$ cat src/rtl/fetch_ctrl.sv
// Fetch-stage sequencing controller: boot hold-off, load-use stall, redirect refill, drain/halt.
// Define FETCH_PERF_EN to add the stall/flush/bubble performance counters.
module fetch_ctrl #(
   parameter int IROM_LAT     = 1,
   parameter int BOOT_CYCLES  = 2,
   parameter int DRAIN_CYCLES = 3
) (
   input  logic        clk,
   input  logic        rst,
   input  logic        jump_en,
   input  logic        hazard_stall,
   input  logic        halt_req,
   input  logic        resume_req,
   output logic        pc_we,
   output logic        if_id_we,
   output logic        if_id_flush,
   output logic        id_ex_flush,
   output logic        inst_valid,
   output logic        halted
`ifdef FETCH_PERF_EN
   ,
   output logic [31:0] stall_cnt,
   output logic [31:0] flush_cnt,
   output logic [31:0] bubble_cnt
`endif
);

   localparam logic [2:0] ST_BOOT   = 3'd0;
   localparam logic [2:0] ST_RUN    = 3'd1;
   localparam logic [2:0] ST_REFILL = 3'd2;
   localparam logic [2:0] ST_DRAIN  = 3'd3;
   localparam logic [2:0] ST_HALT   = 3'd4;

   localparam logic [3:0] BOOT_LOAD  = 4'(BOOT_CYCLES);
   localparam logic [3:0] LAT_LOAD   = 4'(IROM_LAT - 1);
   localparam logic [3:0] DRAIN_LOAD = 4'(DRAIN_CYCLES);
   // A single-cycle IROM needs no refill window, so PC changes go straight back to RUN.
   localparam logic [2:0] FILL_STATE = (IROM_LAT == 1) ? ST_RUN : ST_REFILL;

   generate
      if (IROM_LAT < 1 || IROM_LAT > 4) begin : g_bad_irom_lat
         $error("fetch_ctrl: IROM_LAT must be 1..4");
      end
      if (BOOT_CYCLES < 1 || BOOT_CYCLES > 15) begin : g_bad_boot_cycles
         $error("fetch_ctrl: BOOT_CYCLES must be 1..15");
      end
      if (DRAIN_CYCLES < 1 || DRAIN_CYCLES > 7) begin : g_bad_drain_cycles
         $error("fetch_ctrl: DRAIN_CYCLES must be 1..7");
      end
   endgenerate

   logic [2:0] state_q, state_d;
   logic [3:0] cnt_q, cnt_d;
   logic       halted_q, halted_d;
   logic [3:0] cnt_dec;
   logic       cnt_last;

   assign cnt_dec  = (cnt_q == 4'd0) ? 4'd0 : cnt_q - 4'd1;
   assign cnt_last = (cnt_q <= 4'd1);

   always_comb begin
      state_d     = state_q;
      cnt_d       = cnt_q;
      pc_we       = 1'b0;
      if_id_we    = 1'b0;
      if_id_flush = 1'b0;
      id_ex_flush = 1'b0;
      inst_valid  = 1'b0;
      case (state_q)
         ST_BOOT: begin
            if_id_flush = 1'b1;
            id_ex_flush = 1'b1;
            cnt_d       = cnt_dec;
            if (cnt_last) begin
               state_d = FILL_STATE;
               cnt_d   = LAT_LOAD;
            end
         end
         ST_RUN: begin
            if (jump_en) begin
               pc_we       = 1'b1;
               if_id_flush = 1'b1;
               id_ex_flush = 1'b1;
               state_d     = FILL_STATE;
               cnt_d       = LAT_LOAD;
            end else if (hazard_stall) begin
               id_ex_flush = 1'b1;
               inst_valid  = 1'b1;
            end else if (halt_req) begin
               if_id_flush = 1'b1;
               state_d     = ST_DRAIN;
               cnt_d       = DRAIN_LOAD;
            end else begin
               pc_we      = 1'b1;
               if_id_we   = 1'b1;
               inst_valid = 1'b1;
            end
         end
         ST_REFILL: begin
            if_id_flush = 1'b1;
            if (jump_en) begin
               pc_we       = 1'b1;
               id_ex_flush = 1'b1;
               cnt_d       = LAT_LOAD;
            end else begin
               cnt_d = cnt_dec;
               if (cnt_last) begin
                  state_d = ST_RUN;
               end
            end
         end
         ST_DRAIN: begin
            // A late redirect still updates the PC so resume starts at the right address.
            if_id_flush = 1'b1;
            cnt_d       = cnt_dec;
            if (jump_en) begin
               pc_we       = 1'b1;
               id_ex_flush = 1'b1;
            end
            if (cnt_last) begin
               state_d = ST_HALT;
            end
         end
         ST_HALT: begin
            if_id_flush = 1'b1;
            id_ex_flush = 1'b1;
            if (resume_req) begin
               state_d = FILL_STATE;
               cnt_d   = LAT_LOAD;
            end
         end
         default: begin
            state_d = ST_BOOT;
            cnt_d   = BOOT_LOAD;
         end
      endcase
      halted_d = (state_d == ST_HALT);
   end

   always_ff @(posedge clk) begin
      if (rst) begin
         state_q  <= ST_BOOT;
         cnt_q    <= BOOT_LOAD;
         halted_q <= 1'b0;
      end else begin
         state_q  <= state_d;
         cnt_q    <= cnt_d;
         halted_q <= halted_d;
      end
   end

   assign halted = halted_q;

`ifdef FETCH_PERF_EN
   logic [31:0] stall_cnt_q, stall_cnt_d;
   logic [31:0] flush_cnt_q, flush_cnt_d;
   logic [31:0] bubble_cnt_q, bubble_cnt_d;

   always_comb begin
      stall_cnt_d  = stall_cnt_q;
      flush_cnt_d  = flush_cnt_q;
      bubble_cnt_d = bubble_cnt_q;
      if (state_q == ST_RUN && !jump_en && hazard_stall) begin
         stall_cnt_d = stall_cnt_q + 32'd1;
      end
      if (jump_en && (state_q == ST_RUN || state_q == ST_REFILL || state_q == ST_DRAIN)) begin
         flush_cnt_d = flush_cnt_q + 32'd1;
      end
      if (!inst_valid && state_q != ST_BOOT && state_q != ST_HALT) begin
         bubble_cnt_d = bubble_cnt_q + 32'd1;
      end
   end

   always_ff @(posedge clk) begin
      if (rst) begin
         stall_cnt_q  <= 32'd0;
         flush_cnt_q  <= 32'd0;
         bubble_cnt_q <= 32'd0;
      end else begin
         stall_cnt_q  <= stall_cnt_d;
         flush_cnt_q  <= flush_cnt_d;
         bubble_cnt_q <= bubble_cnt_d;
      end
   end

   assign stall_cnt  = stall_cnt_q;
   assign flush_cnt  = flush_cnt_q;
   assign bubble_cnt = bubble_cnt_q;
`endif

endmodule
$ cat config.mk
export PLATFORM = sky130hd
export DESIGN_NAME = fetch_ctrl
export DESIGN_NICKNAME = d
export VERILOG_FILES = /design/src/rtl/fetch_ctrl.sv
export SDC_FILE = /design/constraint.sdc
export NUM_CORES = 1
export LEC_CHECK = 0
export ABC_CLOCK_PERIOD_IN_PS = 3400
export BUFFER_PORTS_ARGS = -buffer_cell sky130_fd_sc_hd__buf_2
export CAP_MARGIN = 20
export CORE_AREA = 4 4 41 43
export DETAILED_ROUTE_END_ITERATION = 8
export DIE_AREA = 0 0 45 47
export PLACE_DENSITY = 0.68
export RECOVER_POWER = 50
export SYNTH_ARGS = -nofsm -noshare
export SYNTH_HDL_FRONTEND = slang
export SYNTH_SLANG_ARGS = --single-unit
$ cat constraint.sdc
create_clock -name clk -period 3.4 [get_ports clk]
set_clock_uncertainty 0.2 [all_clocks]
set_input_delay 0.51 -clock clk [delete_from_list [all_inputs] [get_ports clk]]
set_output_delay 0.51 -clock clk [all_outputs]
set_load 0.02 [all_outputs]
# Word-level counts from Yosys, hierarchy flattened
# Index checks and enable logic that the tools add are counted.
# op_classes
magnitude_cmp	1
n_eq_ne	8
mux	33
shifts	0
multipliers	0
bitwise_logic	0
add_sub_neg	1
n_div	0
n_reduce_logical	6
# op_table
operator	n
two-way mux 4 bit	7
two-way mux 3 bit	7
case mux 4 bit (5 select lines)	1
case mux 3 bit (5 select lines)	1
two-way mux 1 bit	14
equality test 3 x 2 -> 1 bit (second input constant)	2
equality test 3 bit (second input constant)	2
!= test 3 bit (second input constant)	2
<= comparator 4 x 1 -> 1 bit (second input constant)	1
logical NOT 4 bit	1
case mux 1 bit (2 select lines)	2
OR reduction 2 bit	2
OR reduction 4 bit	1
subtractor 4 x 1 -> 4 bit (second input constant)	1
equality test 3 x 1 -> 1 bit (second input constant)	1
logical NOT 3 bit	1
case mux 1 bit (3 select lines)	1
AND reduction 3 bit	1
!= test 2 bit (second input constant)	1
# totals
mem_count	0
out_inout_bits	6
latchBits	0
rom_bits	0
reg_bits	8
mem_bits_rw	0

# Longest topological paths before layout
# Gate-level depths: netlist of run 1.
# depth
depth_word	5
depth_mapped	5

# Worst setup path before layout of run 1
# Ideal clock, no wire load.
# synth_path
path_type	input-to-output
from	input port jump_en
to	output port if_id_we
t_arrival_ns	1.468
n_path_buf	1
cell_stages	3
slack_ns	1.222
cell_sequence	buf_6 -> nor2_1 -> nor4b_1
# synth_between
elab_chain_cells	2
# synth_lines
element	line	source
start: declaration	10	input logic jump_en,
two-way mux 1 bit	80	if (jump_en) begin
two-way mux 1 bit	69	case (state_q)
end: declaration	15	output logic if_id_we,
# Every way passes these cells.

# Worst setup path after layout of run 1
# layout_path
from	register state_q[0]
to	output port inst_valid
# layout_between
elab_chain_cells	2
# layout_lines
element	line	source
start: declaration	52	logic [2:0] state_q, state_d;
start signal: assignment	146	state_q <= state_d;
equality test 3 x 1 -> 1 bit	69	
two-way mux 1 bit	69	
end: declaration	18	output logic inst_valid,
# Every way passes these cells.

==> results.json, run 1 <==
{
  "status": "complete, no violations",
  "crit_type": "reg2out",
  "io_pins": 12,
  "gp_congestion": 0.8080,
  "die_h_um": 47,
  "cts-root-buf": "clkbuf_4",
  "p_per_area_nw_per_um2": 471.2,
  "syn_area_um2": 546.8,
  "p_total_mw": 0.2860,
  "antennaDiodeCount": 0,
  "post_cts_resized": 0,
  "hold_slack_ns": 0.3090,
  "die_area_um2": 2115,
  "coreArea_um2": 1301,
  "synth_top_area_share_pct": 29.29,
  "period_share_pct": 71.21,
  "syn_nets": 78,
  "critPathRequiredTime_ns": 2.69,
  "synth-seq-area-share_pct": 29.29,
  "grt_pass1_wl_um": 2325,
  "initial_utilization_pct": 42.02,
  "antenna_found_initial": 0,
  "fin_cells": 97,
  "synth_area_per_cell_um2": 7.594,
  "slew_headroom_pct": 65.22,
  "syn-instance-count": 72,
  "vias": 577,
  "rsz0062_at_grt": "no",
  "synth-main-ff-cell": "dfxtp_1",
  "power.leakage_nw": 0.2471,
  "clk_pin_slew_ns": 0.06,
  "finalHoldViolations": 0,
  "async_flop_share_pct": 0,
  "hold_path_class": "reg2reg",
  "cp.arrival_ns": 1.71,
  "crit_path_max_fanout": 12,
  "clock_path_buffers": 2,
  "cp-start-kind": "flop",
  "grt_util_met1_pct": 18.54,
  "netlist_top_cells_area": "dfxtp_1, nor3_1, o21ai_0",
  "drt_iter0_markers": 26,
  "hpwl_um": 981.8,
  "dp.cells": 94,
  "port_buffers": 11,
  "synth_top_area_cell": "dfxtp_1",
  "grt_max_degree": 16,
  "tightest_slew_ns": 0.5177,
  "final.setup.tns_ns": 0,
  "grt_busiest_layer": "met2",
  "grt_pass1_vias": 544,
  "final_nets": 90,
  "finalMaxSlewViolations": 0,
  "cts_inserted_buffers": 3,
  "grt_use_met3_pct": 6.130,
  "clkLatencyLatePin_ns": 0.26,
  "vias_per_cell": 5.948,
  "dieWidth_um": 45,
  "finalSetupViolCount": 0,
  "route.detailed.drc": 0,
  "drive_gt1_share_pct": 19.51,
  "maxCapViolCount": 0,
  "wire_per_inst_um": 14.07,
  "dr.pass1.iters": 5,
  "grt_use_met2_pct": 24.58,
  "grt-ovfl-total": 0,
  "numClockSinks": 8,
  "synth-edff-count": 0,
  "endpoint_kind": "output port",
  "drt.antenna.violating_nets": 0,
  "hold_buffers": 0,
  "fin_crit_ns": 2.421,
  "cts.htree.levels": 1,
  "row_count": 13,
  "cts_tree": "yes",
  "yosys_warnings": 0,
  "synth_cell_types": 33,
  "area_delta_synth_final_pct": 10.98,
  "ys_seq_elements": 8,
  "grt.total_usage_pct": 15.28,
  "max_freq_mhz": 413.0,
  "wirelength_um": 1365,
  "vdd_drop_max_mv": 0.1957,
  "postCtsSetupRepairBufs": 0
}
-- logic make-up (layout without fill, tap and decap cells) --
family                 after synthesis  after routing  synth area share [%]
XOR/XNOR                             1              1                 1.602
AO/OA/AOI/OAI                       27             27                 32.95
flip-flops                           8              8                 29.29
AND/OR/NAND/NOR                     28             28                 29.07
buffers and inverters                8             18                 7.093
-- through the flow --
step / utilization, % / instance area [um2] / setup slack, ns
6_report: 46.63 / 606.8 / 0.9788
4_1_cts: 47.60 / 619.3 / 1.052
5_1_grt: 46.63 / 606.8 / 0.9039
3_3_place_gp: 45.87 / 596.8 / 1.219
3_5_place_dp: 45.87 / 596.8 / 1.195
2_1_floorplan: - / 546.8 / 1.222
-- synthesized netlist by cell type (all sizes together) (2+ instances only) --
cell and number:
a211oi 2, a21oi 6, a22oi 3, buf 2, clkbuf 2, dfxtp 8
inv 4, nand2 4, nand2b 2, nor2 7, nor2b 2, nor3 6
o21ai 6, o22ai 3
-- path summary, 6_finish.rpt --
kind	from	endpoint	slack [ns]	cells past startpoint
setup / recovery	state_q[0]$_SDFF_PP0_	inst_valid	0.98	4
hold / removal	cnt_q[3]$_SDFFE_PP0P_	cnt_q[3]$_SDFFE_PP0P_	0.31	1
setup reg to reg	state_q[0]$_SDFF_PP0_	cnt_q[1]$_SDFFE_PP1P_	1.37	4
hold reg to reg	cnt_q[3]$_SDFFE_PP0P_	cnt_q[3]$_SDFFE_PP0P_	0.31	1
-- metal layers --
metal / wire length [um] / share of wire [%]
met5: 0 / 0
met4: 0 / 0
met3: 83 / 6.1
met2: 661 / 48
met1: 621 / 45
-- cell type report --
type / count / area [um2]
Timing Repair Buffer: 11 / 53.80
Fill cell: 142 / 694.4
Clock buffer: 3 / 22.52
Sequential cell: 8 / 160.2
Tap cell: 15 / 18.77
Multi-Input combinational cell: 56 / 336.6
Inverter: 4 / 15.01
-- flip-flops by register name, summed over array words and instances, names as in the netlist --
name and cells:
state_q 3, halted 1, cnt_q 4
-- power by group --
part           internal [mW]  leakage [nW]  switching (mW)
combinational         0.0407         0.168          0.0500
clock                 0.0405        0.0138          0.0340
sequential             0.103        0.0654          0.0181
total                  0.184         0.247           0.102
-- worst max-delay path: stages, from the launching register on --
cell and delay, ns:
dfxtp_1 0.56, nand2b_1 0.21, or4_4 0.46, inv_2 0.07, buf_2 0.15
-- cells in the final DEF (no fill, tap or decap), types with 2 or more instances in the layout --
| cell | count |
|---|---|
| buf_2 | 10 |
| dfxtp_1 | 8 |
| nor2_1 | 7 |
| nor3_1 | 6 |
| o21ai_0 | 6 |
| a21oi_1 | 6 |
| nand2_1 | 4 |
| o22ai_1 | 3 |
| inv_1 | 3 |
| a22oi_1 | 3 |
| clkbuf_4 | 3 |
| nor2b_1 | 2 |
| nand2b_1 | 2 |
| a211oi_1 | 2 |
No activity file was read; power rests on OpenSTA's default activity.
==> run 2: changes to the inputs <==
Settings changed: ABC_AREA set to 1, ABC_CLOCK_PERIOD_IN_PS 3400 to 2150, PLACE_DENSITY 0.68 to 0.72.
Clock period 3.4 ns to 2.15 ns, I/O delays scaled along.
==> results.json, run 2 <==
{
  "clock_path_buffers": 2,
  "route.detailed.drc": 0,
  "post_cts_resized": 0,
  "synth.top_cells.by_count": "nand2_1, inv_1, nor2_1",
  "fillers": 146,
  "drive_gt1_share_pct": 22.12,
  "maxCapViolCount": 0,
  "p_per_area_nw_per_um2": 960.8,
  "grt_pass1_wl_um": 2125,
  "grt.total_usage_pct": 14.41,
  "synth-main-ff-cell": "dfxtp_1",
  "gp_congestion": 0.7904,
  "antennaDiodeCount": 0,
  "finalMaxSlewViolations": 0,
  "critPathMaxStageDelay_ns": 0.37,
  "port_buffers": 11,
  "crit_type": "reg2out",
  "hold_path_class": "in2reg",
  "cp-start-kind": "flop",
  "finalHoldViolations": 0,
  "final_common_cell": "nand2_1",
  "finalSetupViolCount": 0,
  "cts.htree.levels": 1,
  "cp.arrival_ns": 1.38,
  "io_pins": 12,
  "cts-root-buf": "clkbuf_4",
  "drt_iter0_markers": 17,
  "hpwl_um": 970.4,
  "dieWidth_um": 45,
  "netlist_top_cells_area": "dfxtp_1, nand2_1, inv_1",
  "area_delta_synth_final_pct": 12.39,
  "final_nets": 112,
  "synth_area_per_cell_um2": 6.215,
  "grt_max_degree": 10,
  "rsz0062_at_grt": "no",
  "period_share_pct": 88.59,
  "wire_per_inst_um": 10.07,
  "vias_per_cell": 5.025,
  "critPathBufInv": 2,
  "antenna_found_initial": 0,
  "top_register": "cnt_q",
  "synth_cell_types": 19,
  "cts_inserted_buffers": 3,
  "crit_path_max_fanout": 4,
  "vdd_drop_max_mv": 0.3782,
  "largest_reg_flops": 4,
  "clk_pin_slew_ns": 0.06,
  "wirelength_um": 1198,
  "yosys_warnings": 0,
  "async_flop_share_pct": 0,
  "power.leakage_nw": 0.3193,
  "syn-instance-count": 91,
  "die_h_um": 47,
  "vias": 598,
  "final.setup.tns_ns": 0,
  "status": "complete, no violations",
  "clkLatencyLatePin_ns": 0.26,
  "slew_headroom_pct": 65.84,
  "synth_top_area_cell": "dfxtp_1",
  "synth-seq-area-share_pct": 28.32,
  "path_cells": "inv_1 > nor2_1 > nand2_1 > a21oi_1 > buf_2",
  "postCtsSetupRepairBufs": 0,
  "critPathRequiredTime_ns": 1.63,
  "grt_pass1_vias": 543,
  "hold_slack_ns": 0.1748,
  "fin_crit_ns": 1.905,
  "drt.antenna.violating_nets": 0,
  "r2r_slack_ns": 0.41,
  "tightest_slew_ns": 0.5070,
  "layout_common_cells": "nand2_1, inv_1, nor2_1, buf_2",
  "max_freq_mhz": 525.0,
  "syn_nets": 97,
  "endpoint_kind": "output port",
  "coreArea_um2": 1301,
  "row_count": 13,
  "p_total_mw": 0.6107,
  "cts_tree": "yes",
  "crit_family": "flip-flops",
  "initial_utilization_pct": 43.46,
  "hold_buffers": 0,
  "synth-edff-count": 0,
  "synth_top_area_share_pct": 28.32,
  "ys_seq_elements": 8,
  "die_area_um2": 2115,
  "syn_area_um2": 565.5,
  "crit_slowest_cell": "dfxtp_1",
  "dr.pass1.iters": 4,
  "grt-ovfl-total": 0,
  "numClockSinks": 8,
  "synth_most_common_cell": "nand2_1"
}
-- run 2: cell types whose count changed in the layout (fill, tap and decap cells not counted), sizes merged, moves of 4 or more --
cell	previous run	this run
nor3	6	2
nand3	0	10
inv	4	17
nor2	7	12
nand2	4	28
-- run 2: routing by layer --
layer | routed length, um | track usage [%] | vias up
met1 | 540 | 16.93 | 253
met3 | 71 | 2.299 | 4
met4 | 49 | 14.62 | 0
li1 | - | - | 316
met2 | 536 | 21.75 | 25
met5 | 0 | 0 | -
-- run 2: worst paths after layout --
| kind | startpoint | endpoint | cells after the start |
|---|---|---|---|
| hold reg to reg | cnt_q[3]$_SDFFE_PP0P_ | cnt_q[3]$_SDFFE_PP0P_ | 2 |
| hold / removal | resume_req | state_q[2]$_SDFF_PP0_ | 4 |
| setup / recovery | state_q[1]$_SDFF_PP0_ | pc_we | 5 |
| setup reg to reg | state_q[2]$_SDFF_PP0_ | cnt_q[1]$_SDFFE_PP1P_ | 8 |
-- run 2: final cells by class --
| cell class | instances | area, um2 | area share [%] |
|---|---|---|---|
| Multi-Input combinational cell | 65 | 316.6 | 49.80 |
| Clock buffer | 3 | 22.52 | 3.543 |
| Timing Repair Buffer | 11 | 53.80 | 8.465 |
| Tap cell | 15 | 18.77 | 2.953 |
| Inverter | 17 | 63.81 | 10.04 |
| Sequential cell | 8 | 160.2 | 25.20 |
-- run 2: cells by family (layout without fill, tap and decap cells) --
logic type      count (synthesis)  after routing  share of synthesized area, %
simple gates                   53             53                         45.35
flops                           8              8                         28.32
compound gates                 12             12                         13.05
buf+inv                        18             31                         13.27
-- run 2: worst register-to-register path: stages, from the launching register on --
cell     delay (ns)
dfxtp_1        0.35
inv_1          0.16
nand3_4        0.12
o21ai_0        0.45
inv_2          0.11
nor2_4         0.10
nand2_1        0.05
nand2_1        0.06
inv_1          0.04
-- run 2: where the power goes --
group / switching (mW) / internal, mW / total (mW)
Combinational: 0.183 / 0.106 / 0.288
Sequential: 0.0299 / 0.175 / 0.204
Clock: 0.0540 / 0.0641 / 0.118
Total: 0.267 / 0.344 / 0.611
-- run 2: metrics by stage --
stage	instances	util [%]	setup slack, ns	cell area [um2]
6_report	119	48.85	0.2454	635.6
5_1_grt	119	48.85	0.1344	635.6
2_1_floorplan	91	-	0.4960	565.5
3_3_place_gp	116	48.27	0.6271	628.1
4_1_cts	119	50.00	0.3085	650.6
3_5_place_dp	116	48.27	0.6030	628.1
